[src/rtl/cpu_ctrl_decode_pkg.sv]
// Shared micro-state codes and control-word bit positions for the CPU control path.
// Datapath blocks index the registered ctrl word by these names.
package cpu_ctrl_decode_pkg;

    localparam int CTRL_W = 16;

    localparam logic [7:0] STATE_FETCH_PC   = 8'h00;
    localparam logic [7:0] STATE_FETCH_INST = 8'h01;
    localparam logic [7:0] STATE_FETCH_SP   = 8'h02;
    localparam logic [7:0] STATE_INC_SP     = 8'h03;
    localparam logic [7:0] STATE_SET_REG    = 8'h04;
    localparam logic [7:0] STATE_MOV_FETCH  = 8'h05;
    localparam logic [7:0] STATE_MOV_LOAD   = 8'h06;
    localparam logic [7:0] STATE_MOV_STORE  = 8'h07;
    localparam logic [7:0] STATE_ALU_OP     = 8'h08;
    localparam logic [7:0] STATE_JUMP       = 8'h09;
    localparam logic [7:0] STATE_REG_STORE  = 8'h0A;
    localparam logic [7:0] STATE_PC_STORE   = 8'h0B;
    localparam logic [7:0] STATE_TMP_JUMP   = 8'h0C;
    localparam logic [7:0] STATE_RET        = 8'h0D;
    localparam logic [7:0] STATE_SET_ADDR   = 8'h0E;
    localparam logic [7:0] STATE_OUT        = 8'h0F;
    localparam logic [7:0] STATE_IN         = 8'h10;
    localparam logic [7:0] STATE_NEXT       = 8'h11;
    localparam logic [7:0] STATE_HALT       = 8'h12;

    localparam int CTL_PC_OE    = 0;
    localparam int CTL_PC_INC   = 1;
    localparam int CTL_PC_LOAD  = 2;
    localparam int CTL_IR_LOAD  = 3;
    localparam int CTL_MEM_OE   = 4;
    localparam int CTL_MEM_WE   = 5;
    localparam int CTL_SP_OE    = 6;
    localparam int CTL_SP_INC   = 7;
    localparam int CTL_SP_DEC   = 8;
    localparam int CTL_REG_OE   = 9;
    localparam int CTL_REG_WE   = 10;
    localparam int CTL_ALU_OE   = 11;
    localparam int CTL_TMP_LOAD = 12;
    localparam int CTL_IO_OE    = 13;
    localparam int CTL_IO_WE    = 14;
    localparam int CTL_MAR_LOAD = 15;

    function automatic logic [CTRL_W-1:0] ctl(input int idx);
        return CTRL_W'(1) << idx;
    endfunction

endpackage

[src/rtl/cpu_ctrl_rom.sv]
// Combinational micro-state to control-word lookup; valid drops for unknown codes.
module cpu_ctrl_rom
    import cpu_ctrl_decode_pkg::*;
#(
    parameter int STATE_W = 8
) (
    input  logic [STATE_W-1:0] state,
    output logic [15:0]        ctrl_word,
    output logic               valid
);

    always_comb begin
        ctrl_word = '0;
        valid     = 1'b1;
        case (state)
            STATE_FETCH_PC:   ctrl_word = ctl(CTL_PC_OE) | ctl(CTL_MAR_LOAD) | ctl(CTL_PC_INC);
            STATE_FETCH_INST: ctrl_word = ctl(CTL_MEM_OE) | ctl(CTL_IR_LOAD);
            STATE_FETCH_SP:   ctrl_word = ctl(CTL_SP_OE) | ctl(CTL_MAR_LOAD);
            STATE_INC_SP:     ctrl_word = ctl(CTL_SP_INC);
            STATE_SET_REG:    ctrl_word = ctl(CTL_MEM_OE) | ctl(CTL_REG_WE);
            STATE_MOV_FETCH:  ctrl_word = ctl(CTL_REG_OE) | ctl(CTL_TMP_LOAD);
            STATE_MOV_LOAD:   ctrl_word = ctl(CTL_PC_OE) | ctl(CTL_MAR_LOAD) | ctl(CTL_PC_INC);
            STATE_MOV_STORE:  ctrl_word = ctl(CTL_MEM_OE) | ctl(CTL_REG_WE);
            STATE_ALU_OP:     ctrl_word = ctl(CTL_ALU_OE) | ctl(CTL_REG_WE);
            STATE_JUMP:       ctrl_word = ctl(CTL_MEM_OE) | ctl(CTL_PC_LOAD);
            STATE_REG_STORE:  ctrl_word = ctl(CTL_REG_OE) | ctl(CTL_MEM_WE) | ctl(CTL_SP_DEC);
            STATE_PC_STORE:   ctrl_word = ctl(CTL_PC_OE) | ctl(CTL_MEM_WE) | ctl(CTL_SP_DEC);
            STATE_TMP_JUMP:   ctrl_word = ctl(CTL_MEM_OE) | ctl(CTL_PC_LOAD);
            STATE_RET:        ctrl_word = ctl(CTL_MEM_OE) | ctl(CTL_PC_LOAD);
            STATE_SET_ADDR:   ctrl_word = ctl(CTL_MEM_OE) | ctl(CTL_MAR_LOAD);
            STATE_OUT:        ctrl_word = ctl(CTL_REG_OE) | ctl(CTL_IO_WE);
            STATE_IN:         ctrl_word = ctl(CTL_IO_OE) | ctl(CTL_REG_WE);
            STATE_NEXT:       ctrl_word = '0;
            STATE_HALT:       ctrl_word = '0;
            default:          valid     = 1'b0;
        endcase
    end

endmodule

[src/rtl/cpu_ctrl_decode.sv]
// Registers the decoded control word on the falling edge and owns the IR, halt latch,
// cycle_clr pulse and bad-state pulse.
module cpu_ctrl_decode
    import cpu_ctrl_decode_pkg::*;
#(
    parameter int DATA_W  = 8,
    parameter int STATE_W = 8
) (
    input  logic               clk,
    input  logic               reset_cycle,
    input  logic [STATE_W-1:0] state,
    input  logic [DATA_W-1:0]  bus_in,
    output logic [DATA_W-1:0]  opcode,
    output logic [2:0]         sel_dst,
    output logic [2:0]         sel_src,
    output logic [15:0]        ctrl,
    output logic               cycle_clr,
    output logic               halted,
    output logic               bad_state
);

    logic [15:0]       rom_word;
    logic              rom_valid;
    logic [15:0]       ctrl_d, ctrl_q;
    logic              clr_d, clr_q;
    logic              halted_d, halted_q;
    logic              bad_d, bad_q;
    logic [DATA_W-1:0] ir_q;

    cpu_ctrl_rom #(.STATE_W(STATE_W)) u_rom (
        .state     (state),
        .ctrl_word (rom_word),
        .valid     (rom_valid)
    );

    // Halt dominates everything; an undecodable code only raises bad_state.
    always_comb begin
        ctrl_d   = '0;
        clr_d    = 1'b0;
        halted_d = halted_q;
        bad_d    = 1'b0;
        if (!halted_q) begin
            if (!rom_valid) begin
                bad_d = 1'b1;
            end else begin
                ctrl_d   = rom_word;
                clr_d    = (state == STATE_W'(STATE_NEXT));
                halted_d = (state == STATE_W'(STATE_HALT));
            end
        end
    end

    always_ff @(negedge clk or posedge reset_cycle) begin
        if (reset_cycle) begin
            ctrl_q   <= '0;
            clr_q    <= 1'b0;
            halted_q <= 1'b0;
            bad_q    <= 1'b0;
        end else begin
            ctrl_q   <= ctrl_d;
            clr_q    <= clr_d;
            halted_q <= halted_d;
            bad_q    <= bad_d;
        end
    end

    // ctrl is already zero while halted, so ir_load alone freezes the IR.
    always_ff @(posedge clk or posedge reset_cycle) begin
        if (reset_cycle) begin
            ir_q <= '0;
        end else if (ctrl_q[CTL_IR_LOAD]) begin
            ir_q <= bus_in;
        end
    end

    assign opcode    = ir_q;
    assign sel_dst   = ir_q[5:3];
    assign sel_src   = ir_q[2:0];
    assign ctrl      = ctrl_q;
    assign cycle_clr = clr_q;
    assign halted    = halted_q;
    assign bad_state = bad_q;

endmodule

[config.mk]
export PLATFORM = sky130hd
export DESIGN_NAME = cpu_ctrl_decode
export DESIGN_NICKNAME = d
export VERILOG_FILES = /design/src/rtl/cpu_ctrl_decode_pkg.sv /design/src/rtl/cpu_ctrl_rom.sv /design/src/rtl/cpu_ctrl_decode.sv
export SDC_FILE = /design/constraint.sdc
export NUM_CORES = 1
export LEC_CHECK = 0
export BUFFER_PORTS_ARGS = -buffer_cell sky130_fd_sc_hd__buf_2
export CORE_UTILIZATION = 40
export DETAILED_ROUTE_END_ITERATION = 6
export PLACE_DENSITY = 0.69
export SETUP_SLACK_MARGIN = 0.15
export SYNTH_ARGS = -nofsm -noshare
export SYNTH_HDL_FRONTEND = slang
export SYNTH_SLANG_ARGS = --single-unit
export TNS_END_PERCENT = 1
[constraint.sdc]
create_clock -name clk -period 1.6 [get_ports clk]
set_clock_uncertainty 0.1 [all_clocks]
set_input_delay 0 -clock clk [delete_from_list [all_inputs] [get_ports clk]]
set_output_delay 0 -clock clk [all_outputs]
set_load 0.01 [all_outputs]
==> results of run 1 <==
final cells by class:
class / count / share of cell area [%]
Sequential cell: 26 / 35.9
Timing Repair Buffer: 86 / 32.3
Multi-Input combinational cell: 54 / 27.2
Tap cell: 31 / 2.14
Clock buffer: 4 / 2.00
Inverter: 2 / 0.414
metal layers:
layer / vias to the layer above / GRT usage (%)
li1: 478 / -
met2: 38 / 32.9
met3: 5 / 2.56
met4: 0 / 8.36
met1: 477 / 21.1
met5: - / 0
cell families after synthesis:
family,Yosys count
XOR/XNOR,2
buffers and inverters,16
multiplexers,8
AND/OR/NAND/NOR,34
AO/OA/AOI/OAI,10
flip-flops,26
power by group:
part           leakage [nW]  switching [mW]  internal (mW)  total [mW]
clock                0.0210           0.180          0.139       0.319
sequential            0.355          0.0149          0.686       0.701
combinational         0.570           0.127          0.150       0.277
total                 0.947           0.321          0.975        1.30
worst reg2reg max path: cells and delay by family, from the launching register on:
| family | cells | cell delay, ps |
|---|---|---|
| mux | 1 | 300 |
| buf+inv | 1 | 150 |
| flops | 1 | 450 |
cells in the mapped netlist, drive strengths merged:
| cell | n |
|---|---|
| dfrtn | 18 |
| buf | 12 |
| dfrtp | 8 |
| mux2 | 8 |
| nor2 | 7 |
| nor3 | 6 |
| nor4 | 4 |
| a21oi | 3 |
| nand2b | 3 |
| nand3 | 3 |
| nor2b | 3 |
| a32oi | 2 |
| clkbuf | 2 |
| inv | 2 |
| nand3b | 2 |
| o21a | 2 |
| o22ai | 2 |
| or3 | 2 |
| and3b | 1 |
| nand2 | 1 |
| nor3b | 1 |
| nor4b | 1 |
| o21bai | 1 |
| xnor2 | 1 |
| xor2 | 1 |
final timing paths:
kind / from / to / cells after the start
setup / recovery: ctrl[3] / ctrl[3] / 2
hold / removal: reset_cycle / opcode[0] / 4
setup reg to reg: ctrl[3] / opcode[1] / 2
hold reg to reg: opcode[6] / opcode[6] / 1
max in group asynchronous: reset_cycle / ctrl[11] / 4
min in group clk: bus_in[6] / opcode[6] / 3
timing repair:
item,in CTS,in global routing
endpoints found under the setup margin,34,36
gates resized for setup,10,8
buffers inserted,0,0
pin swaps,4,6
hold endpoints to repair,16,0
hold buffers,9,0
sequential cells by signal (all words and copies together), names as in the netlist:
signal and count:
ctrl 15, cycle_clr 1, halted 1, bad_state 1, opcode 8
stage by stage:
step | setup WS (ps) | setup TNS (ps) | instances | hold slack (ps)
2_1_floorplan | -351 | -3220 | 96 | -60.3
3_3_place_gp | -267 | -4750 | 190 | -98.4
3_5_place_dp | -302 | -5160 | 190 | -99.6
4_1_cts | -352 | -5220 | 203 | 101
5_1_grt | -383 | -5960 | 203 | 131
6_report | -336 | -4960 | 203 | 110
==> impl_summary.txt, run 1 <==
----------------------------------------------------
[Synth]
  Number of standard cells after synthesis ... 96
  Parity-gate share of the synthesized area counting xor and xnor cells ... 1.51%
  Combinational family with the most area after synthesis ... simple AND/OR/NAND/NOR gates
  Synthesized netlist net count ... 114
  Number of warning messages in the yosys log ... 0
  Synth Area in Compound Gates ... 5.82%
  Largest cells by area after synthesis ... dfrtn_1 39%, dfrtp_1 17%, mux2_2 7.8%
  Adder-cell share of the synthesized area ... 0%
  Unique masters post-synth ... 29
  Mean instance size in the synthesized netlist ... 12.1 µm²
  Cell accounting for the most synthesized area ... dfrtn_1
  Mux contribution to synthesized area ... 7.76%
  Sequential-to-total area share from yosys stat ... 56.0%
  Synth Register Bits ... 26
  Post-Synth Simple-Gate Area ... 20.4%
  Cell area after synthesis ... 0.00116 mm²
  Fraction of post-synthesis cell area in the top cell type by area ... 38.8%

[Critical path]
  Startpoint type of the worst setup path ... flip-flop
  CP top delay family ... flip-flops
  Arr. time, crit path ... 1840 ps
  Crit path buffers/inverters ... 2
  Crit path max-delay cell type ... dfrtn_1
  Worst setup EP type ... output port
  Largest fanout on the critical path ... 9
  Data required time at the worst endpoint ... 1500 ps
  Critical path class ... reg2out
  Largest stage delay, worst path ... 450 ps
  Cell chain of the critical path ... buf_12, buf_2
  Reg-to-reg slack, setup ... -300 ps

[Cells and area]
  Diodes inserted ... 0
  Layout cells sized above 1 ... 59.3%
  Utilization after layout ... 65.8%
  Layout net count ... 191
  Layout overhead on the synthesized area ... 56.2%
  Most common library cell in the layout ignoring fill and taps ... buf_2
  Highest-count cells in the layout ignoring fill and taps ... 48 x buf_2, 23 x buf_4, 18 x dfrtn_1
  Layout fillers ... 211
  Sequential standard cell area ... 651 µm²
  Design area ... 0.00181 mm²
  Multi-input combinational cell area ... 494 µm²

[Floorplan]
  Chip Width ... 55.9 µm
  Area inside the core boundary ... 0.00276 mm²
  Number of rows created at floorplan ... 19
  Area enclosed by the die boundary ... 0.00312 mm²
  Initial core utilization ... 42.1%
  Die boundary height ... 55.9 µm
  I/O pin count ... 51

[Routing]
  DRC violations left ... 0
  Average vias per placed instance ... 4.92
  Wire length after detailed routing ... 2600 µm
  Post-route met1 wirelength ... 1050 µm
  Highest signal layer in the routed design ... met4
  Violation count after the first detailed-routing iteration ... 49
  Count of antenna-violating nets left after detailed routing ... 0
  Number of iterations in the first detailed-routing pass ... 3
  Total number of vias ... 998
  Average wire length per cell after detail routing ... 12.8 µm
  Met3 wire len ... 133 µm
  Met2 Routed Length ... 1360 µm

[Status]
  Violations in the final reports ... setup timing
  Run status ... complete, but fails checks

[Clocking]
  CTS Buf Count ... 3
  Clock Root Buffer ... clkbuf_4
  TritonCTS clock tree ... yes
  Worst skew pair latency ... 310 ps
  Clock Pin Slew Worst Setup and Hold Paths ... 130 ps
  Level count of the clock H-tree ... 1
  Number of buffers between clock root and the deepest sink ... 2
  Number of sinks handled by clock tree synthesis ... 26

[Run]
  Count of max-cap constraint violations ... 0

[STA]
  Number of max-slew violations in the final report ... 0
  Final count of hold timing violations ... 0
  Tightest Pin Transition ... 288 ps
  Worst relative slew slack ... 80.6%
  Number of setup violations in the final report ... 27
  Setup repair after global routing missed its margin ... yes
  PnR worst setup slack ... -336 ps

[GRT]
  Number of antenna violations at the first check in global routing ... 0
  Remaining Overflow, GRT ... 0
  Global-route wire length before repair ... 4340 µm
  All-layer global routing usage ... 18.1%
  Vias in the first global route ... 1006
  Pin count of the biggest net entering global routing ... 19

[Pwr]
  Worst supply voltage drop on vdd ... 636 µV
  PwrDens ... 715 mW/mm²
  Overall power ... 1.30 mW
  Leakage dissipation ... 0.947 nW

[Placed design]
  Number of port buffers ... 50
  DP Wirelength ... 1860 µm
  Routability Congestion ... 0.781
  Area post-placement ... 0.00160 mm²

[Worst hold path]
  Class of the most critical hold timing path ... in2async

----------------------------------------------------
(Power assumes the default switching activity.)
==> run 2, diff against run 1 <==
Settings changed: ABC_AREA set to 1.
==> run 2 against run 1 <==
The run ends with DRC, setup timing left. Utilization increased by 3.4 points. Setup slack better by 37 ps. Sequential power shrank 6.0%. Global-route usage shrank 0.77 points. Hold slack better by 41 ps. Clock-buffer cell count unchanged. Register-to-register slack is essentially flat. Die area rose by 4.2%. Wire length rose by 0.89%. Total power down 13%. Critical path depth unchanged. Critical endpoint unchanged. Largest power group unchanged.
==> impl_summary.txt, run 2 <==
----------------------------------------------------
[Floorplan]
  Number of rows created at floorplan ... 19 (unchanged)
  Area enclosed by the die boundary ... 0.00325 mm² (+4.2%)
  Area inside the core boundary ... 0.00281 mm² (+1.7%)
  Die boundary height ... 57.0 µm (+2.1%)
  Chip Width ... 57.0 µm (+2.1%)
  Initial core utilization ... 43.2% (+1.1 points)
  I/O pin count ... 51 (unchanged)

[Synth]
  Sequential-to-total area share from yosys stat ... 53.7% (-2.3 points)
  Cell area after synthesis ... 0.00121 mm² (+4.3%)
  Cell accounting for the most synthesized area ... dfrtn_1
  Synthesized netlist net count ... 146 (+28%)
  Synth Register Bits ... 26 (unchanged)
  Fraction of post-synthesis cell area in the top cell type by area ... 37.2% (-1.6 points)
  Mean instance size in the synthesized netlist ... 9.46 µm² (-22%)
  Dominant synthesized flop cell ... dfrtn_1
  Post-synth EDFFs ... 0 (unchanged)
  Post-synth ARST share ... 100% (unchanged)
  Number of warning messages in the yosys log ... 0 (unchanged)
  Largest cells by area after synthesis ... dfrtn_1 37%, dfrtp_1 17%, mux2_2 7.4%
  Leading cell type by number of instances after synthesis ... nand2_1
  Number of standard cells after synthesis ... 128 (+33%)
  Top post-synthesis cells by count ... 21 x nand2_1, 18 x dfrtn_1, 16 x nor2_1, 15 x inv_1
  Unique masters post-synth ... 23 (-21%)

[STA]
  Final count of hold timing violations ... 0 (unchanged)
  Worst relative slew slack ... 84.7% (+4.0 points)
  Final hold slack ... 151 ps (+41.1 ps)
  Setup repair after global routing missed its margin ... yes
  Number of max-slew violations in the final report ... 0 (unchanged)
  PnR worst setup slack ... -299 ps (+37.4 ps)
  Number of setup violations in the final report ... 27 (unchanged)
  Tightest Pin Transition ... 230 ps (-58.4 ps)

[GRT]
  Global-route wire length before repair ... 4490 µm (+3.5%)
  Pin count of the biggest net entering global routing ... 27 (+8)
  Vias in the first global route ... 1105 (+9.8%)
  Remaining Overflow, GRT ... 0 (unchanged)
  All-layer global routing usage ... 17.4% (-0.77 points)
  Number of antenna violations at the first check in global routing ... 0 (unchanged)

[Clocking]
  Clock Root Buffer ... clkbuf_4
  Clock Pin Slew Worst Setup and Hold Paths ... 130 ps (about the same)
  Number of sinks handled by clock tree synthesis ... 26 (unchanged)
  TritonCTS clock tree ... yes
  Setup fix buffers added after clock tree synthesis ... 0 (unchanged)
  Worst skew pair latency ... 300 ps (about the same)
  Level count of the clock H-tree ... 1 (unchanged)
  Number of buffers between clock root and the deepest sink ... 2 (unchanged)
  CTS Buf Count ... 3 (unchanged)

[Routing]
  Count of antenna-violating nets left after detailed routing ... 0 (unchanged)
  Total number of vias ... 1085 (+8.7%)
  Wire length after detailed routing ... 2620 µm (+0.89%)
  Number of iterations in the first detailed-routing pass ... 7 (+4)
  Average wire length per cell after detail routing ... 11.1 µm (-13%)
  DRC violations left ... 14 (+14)
  Violation count after the first detailed-routing iteration ... 42 (-14%)
  Average vias per placed instance ... 4.60 (-6.5%)

[Status]
  Violations in the final reports ... DRC, setup timing
  Run status ... complete, but fails checks

[Critical path]
  Crit path buffers/inverters ... 2 (unchanged)
  CP top delay family ... flip-flops
  Cell chain of the critical path ... buf_12, buf_6
  Crit path max-delay cell type ... dfrtn_1
  Critical path class ... reg2out
  Startpoint type of the worst setup path ... flip-flop
  Worst setup EP type ... output port
  Data required time at the worst endpoint ... 1500 ps (about the same)
  Largest stage delay, worst path ... 450 ps (about the same)
  Arr. time, crit path ... 1800 ps (-40 ps)
  Reg-to-reg slack, setup ... -300 ps (about the same)
  Largest fanout on the critical path ... 9 (unchanged)

[Cells and area]
  Layout fillers ... 219 (+3.8%)
  Layout net count ... 224 (+17%)
  Diodes inserted ... 0 (unchanged)
  Highest-count cells in the layout ignoring fill and taps ... 40 x buf_2, 21 x buf_4, 18 x dfrtn_1
  Design area ... 0.00194 mm² (+7.0%)
  Max FFs per register ... 15 (unchanged)
  Most common library cell in the layout ignoring fill and taps ... buf_2
  Layout overhead on the synthesized area ... 60.3%
  Layout cells sized above 1 ... 59.0% (-0.28 points)

[Pwr]
  Worst supply voltage drop on vdd ... 235 µV (-63%)
  Leakage dissipation ... 1.10 nW (+16%)
  PwrDens ... 579 mW/mm² (-19%)

[Worst hold path]
  Class of the most critical hold timing path ... in2async

[Placed design]
  Number of port buffers ... 50 (unchanged)
  Routability Congestion ... 0.866 (+11%)
  Area post-placement ... 0.00166 mm² (+3.2%)
  DP Wirelength ... 1910 µm (+2.5%)

[Run]
  Count of max-cap constraint violations ... 0 (unchanged)

----------------------------------------------------
==> run 2: cell count changes in the layout (fill, tap and decap cells not counted), moves of 6 or more <==
cell     delta
inv_1       +9
buf_6       +6
nand2_2    +10
nand2_1    +12
buf_2       -8
nor2_2      +7
nor2_4      +6
==> run 2: what timing repair did <==
item	in CTS	in global routing
pin swaps	13	15
endpoints found under the hold margin	16	0
gates cloned	0	0
hold buffers	9	0
resized for setup	29	19
endpoints found under the setup margin	34	53
==> run 2: routing by layer <==
metal,part of all wire [%],global-route usage [%],up-vias
met4,0.84,6.27,0
met2,53,32.9,40
met5,0,0,-
met1,39,19.5,497
met3,6.9,2.72,2
li1,-,-,546
==> run 2: cell families after synthesis <==
kind of cell	after synthesis	synth area share, %
buffers and inverters	26	10.2
muxes	8	7.44
and+or+nand+nor	62	25.7
AOI/OAI and AO/OA	6	2.89
DFF	26	53.7
==> run 2: final cells by class <==
class / instances / area, µm² / area share, %
multi-input combinational: 76 / 546 / 28.1
sequential: 26 / 651 / 33.5
timing repair buffer: 82 / 599 / 30.9
tap: 31 / 38.8 / 2.00
clock buffer: 4 / 36.3 / 1.87
inverter: 17 / 71.3 / 3.67
==> run 2: through the flow <==
stage	cells	power [mW]	setup WS (ps)	setup TNS (ps)	utilization, %
3_5_place_dp	223	0.779	-292	-4910	59.0
6_report	236	1.12	-299	-4700	69.2
5_1_grt	236	1.18	-349	-5690	69.2
4_1_cts	236	1.13	-316	-5010	66.9
3_3_place_gp	223	0.776	-268	-4380	59.0
2_1_floorplan	128	0.719	-351	-2990	-
==> run 2: final timing paths <==
check,start,to,cells past startpoint
max reg2reg,ctrl[3],opcode[7],2
min,reset_cycle,opcode[6],4
max,ctrl[3],ctrl[3],2
min in group clk,bus_in[4],opcode[4],3
max in group asynchronous,reset_cycle,ctrl[14],4
min reg2reg,halted,bad_state,2
==> run 2: tightest hold or removal path, delay by kind of cell <==
kind	cells	cell delay (ps)
buffers and inverters	4	950
==> run 2: power breakdown <==
group / total (mW) / switching, mW / internal (mW)
registers: 0.659 / 0 / 0.659
logic: 0.159 / 0.0780 / 0.0813
clock network: 0.306 / 0.167 / 0.139
total: 1.12 / 0.245 / 0.879
==> run 3, diff against run 2 <==
Settings changed: CTS_BUF_LIST set to sky130_fd_sc_hd__clkbuf_8, PLACE_DENSITY 0.69 to 0.66, SKIP_LAST_GASP set to 1, SYNTH_HIERARCHICAL set to 1.
==> run 3 against run 2 <==
The flow finishes with violations (setup timing). Highest routed layer unchanged. Clock-buffer cell count decreased by 1. First-iteration DRC count increased by 7.1%. Final area increased by 17%. Final cell count increased by 33%. Via count increased by 27%. Non-clock buffer count increased by 15. Sequential cell count increased by 1. Largest cell class is now multi-input gates. Clock power increased by 18%. Combinational power increased by 17%. Utilization decreased by 7.2 points.
==> impl_summary.txt, run 3 <==
----------------------------------------------------
[GRT]
  Number of antenna violations at the first check in global routing ... 0 (unchanged)
  Vias in the first global route ... 1178 (+6.6%)
  Global-route wire length before repair ... 4820 µm (+7.2%)
  All-layer global routing usage ... 15.0% (-2.4 points)
  Pin count of the biggest net entering global routing ... 28 (+3.7%)
  Remaining Overflow, GRT ... 0 (unchanged)

[Routing]
  DRC violations left ... 0 (-14)
  Total number of vias ... 1378 (+27%)
  Wire length after detailed routing ... 3170 µm (+21%)
  Average vias per placed instance ... 4.37 (-4.8%)
  Average wire length per cell after detail routing ... 10.1 µm (-9.4%)
  Number of iterations in the first detailed-routing pass ... 4 (-3)
  Count of antenna-violating nets left after detailed routing ... 0 (unchanged)
  Violation count after the first detailed-routing iteration ... 45 (+7.1%)

[STA]
  PnR worst setup slack ... -299 ps (+0.479 ps)
  Worst relative slew slack ... 78.8% (-5.9 points)
  Number of max-slew violations in the final report ... 0 (unchanged)
  Setup repair after global routing missed its margin ... yes
  Final count of hold timing violations ... 0 (unchanged)
  Final TNS setup ... -8060 ps (-3360 ps)
  Tightest Pin Transition ... 318 ps (+88.6 ps)
  Number of setup violations in the final report ... 46 (+70%)

[Clocking]
  CTS Buf Count ... 3 (unchanged)
  Number of sinks handled by clock tree synthesis ... 27 (+3.8%)
  Worst skew pair latency ... 270 ps (-30 ps)
  Clock Root Buffer ... clkbuf_8
  TritonCTS clock tree ... yes
  Number of buffers between clock root and the deepest sink ... 2 (unchanged)
  Clock Pin Slew Worst Setup and Hold Paths ... 80 ps (-50 ps)
  Level count of the clock H-tree ... 1 (unchanged)

[Critical path]
  Data required time at the worst endpoint ... 1650 ps (+150 ps)
  Startpoint of the most critical setup path ... ctrl[3]
  Worst setup EP type ... flip-flop
  Largest stage delay, worst path ... 430 ps (-20 ps)
  Reg-to-reg slack, setup ... -300 ps (about the same)
  Largest fanout on the critical path ... 9 (unchanged)
  Critical R2R Launch ... ctrl[3]
  Startpoint type of the worst setup path ... flip-flop
  Crit path max-delay cell type ... dfrtn_1
  Critical path class ... reg2reg
  Arr. time, crit path ... 1950 ps (+150 ps)
  Cell chain of the critical path ... buf_12, mux2_4

[Pwr]
  Worst supply voltage drop on vdd ... 296 µV (+26%)
  PwrDens ... 542 mW/mm² (-6.4%)
  Leakage dissipation ... 1.31 nW (+19%)

[Synth]
  Top post-synthesis cells by count ... 37 x nand2_1, 29 x nor2_1, 24 x inv_1, 19 x dfrtn_1
  Cell area after synthesis ... 0.00153 mm² (+26%)
  Post-synth ARST share ... 100% (unchanged)
  Number of standard cells after synthesis ... 178 (+39%)
  Largest cells by area after synthesis ... dfrtn_1 31%, dfrtp_1 13%, nand2_1 9.1%
  Mean instance size in the synthesized netlist ... 8.58 µm² (-9.4%)
  Leading cell type by number of instances after synthesis ... nand2_1
  Unique masters post-synth ... 23 (unchanged)
  Fraction of post-synthesis cell area in the top cell type by area ... 31.1% (-6.0 points)
  Sequential-to-total area share from yosys stat ... 44.3% (-9.5 points)
  Synth Register Bits ... 27 (+3.8%)
  Cell accounting for the most synthesized area ... dfrtn_1
  Post-synth EDFFs ... 0 (unchanged)
  Number of warning messages in the yosys log ... 6 (+6)
  Synthesized netlist net count ... 196 (+34%)
  Dominant synthesized flop cell ... dfrtn_1

[Status]
  Violations in the final reports ... setup timing
  Run status ... complete, but fails checks

[Placed design]
  DP Wirelength ... 2280 µm (+19%)
  Routability Congestion ... 0.976 (+13%)
  Number of port buffers ... 50 (unchanged)
  Total instance count after detailed placement ... 297 (+33%)

[Cells and area]
  Layout fillers ... 306 (+40%)
  Layout net count ... 286 (+28%)
  Final Non-Filler Cells ... 315 (+33%)
  Most common library cell in the layout ignoring fill and taps ... buf_2
  Diodes inserted ... 0 (unchanged)
  Layout overhead on the synthesized area ... 48.8%
  Max FFs per register ... 16 (+1)
  Layout cells sized above 1 ... 52.8% (-6.2 points)
  Highest-count cells in the layout ignoring fill and taps ... 46 x buf_2, 37 x buf_4, 28 x nor2_1

[Floorplan]
  Chip Width ... 63.8 µm (+12%)
  Area inside the core boundary ... 0.00366 mm² (+31%)
  I/O pin count ... 51 (unchanged)
  Die boundary height ... 63.8 µm (+12%)
  Number of rows created at floorplan ... 22 (+3)
  Initial core utilization ... 41.7% (-1.5 points)
  Area enclosed by the die boundary ... 0.00407 mm² (+25%)

[Worst hold path]
  Class of the most critical hold timing path ... in2async

[Run]
  Count of max-cap constraint violations ... 0 (unchanged)

----------------------------------------------------
-- run 3: cell count changes after synthesis, sizes merged, moves of 2 or more --
cell / change
clkbuf: -2
buf: +5
inv: +14
nand2: +15
o21ai: +2
nor2: +20
nor3: -3
-- run 3: cell families after synthesis --
| group | Yosys count | synth area share [%] |
|---|---|---|
| muxes | 8 | 7.87 |
| AOI/OAI and AO/OA | 5 | 2.38 |
| and+or+nand+nor | 95 | 31.0 |
| buffers and inverters | 43 | 14.5 |
| DFF | 27 | 44.3 |
-- run 3: worst max-delay path: cells and delay by family, from the launching register on --
family	cells	cell delay [ps]
flops	1	430
buf+inv	1	140
mux	1	300
-- run 3: layout make-up --
| type | instances | area [µm²] | share of cell area, % |
|---|---|---|---|
| Inverter | 31 | 121 | 5.34 |
| Sequential cell | 27 | 676 | 29.8 |
| Clock buffer | 3 | 41.3 | 1.82 |
| Multi-Input combinational cell | 108 | 706 | 31.1 |
| Clock inverter | 1 | 3.75 | 0.165 |
| Timing Repair Buffer | 97 | 663 | 29.2 |
| Tap cell | 48 | 60.1 | 2.64 |
-- run 3: per-layer routing --
layer	global-route usage, %	routed length, µm
met1	16.5	1320
met2	28.1	1620
met3	2.68	182
met4	5.97	46
met5	0	0
-- run 3: where the power goes --
group | internal (mW) | leakage (nW) | switching [mW]
logic | 0.0874 | 0.915 | 0.0984
registers | 0.684 | 0.372 | 0.0000287
clock network | 0.172 | 0.0269 | 0.189
-- run 3: path summary, 6_finish.rpt --
| kind | to | cells past startpoint |
|---|---|---|
| min in group clk | opcode[0] | 3 |
| setup / recovery | opcode[5] | 2 |
| setup reg to reg | opcode[5] | 2 |
| hold / removal | opcode[0] | 4 |
| hold reg to reg | opcode[7] | 1 |
| max in group asynchronous | ctrl[1] | 4 |
-- run 3: metrics by stage --
stage / utilization [%] / power [mW] / setup WS (ps) / hold slack [ps] / area [µm²]
detailed placement: 54.7 / 0.843 / -600 / -31.1 / 2000
floorplan: - / 0.772 / -371 / -47.6 / 1530
global placement: 54.7 / 0.842 / -613 / -33.5 / 2000
global route: 62.0 / 1.30 / -363 / 255 / 2270
CTS: 58.4 / 1.22 / -300 / 226 / 2140
finish: 62.0 / 1.23 / -299 / 221 / 2270
-- run 3: what timing repair did --
item                                    CTS  global route
endpoints found under the setup margin   46            65
pin swaps                                 1            18
setup buffers                             0             5
hold buffers                              9             0
hold endpoints to repair                 16             0
resized for setup                         1            29
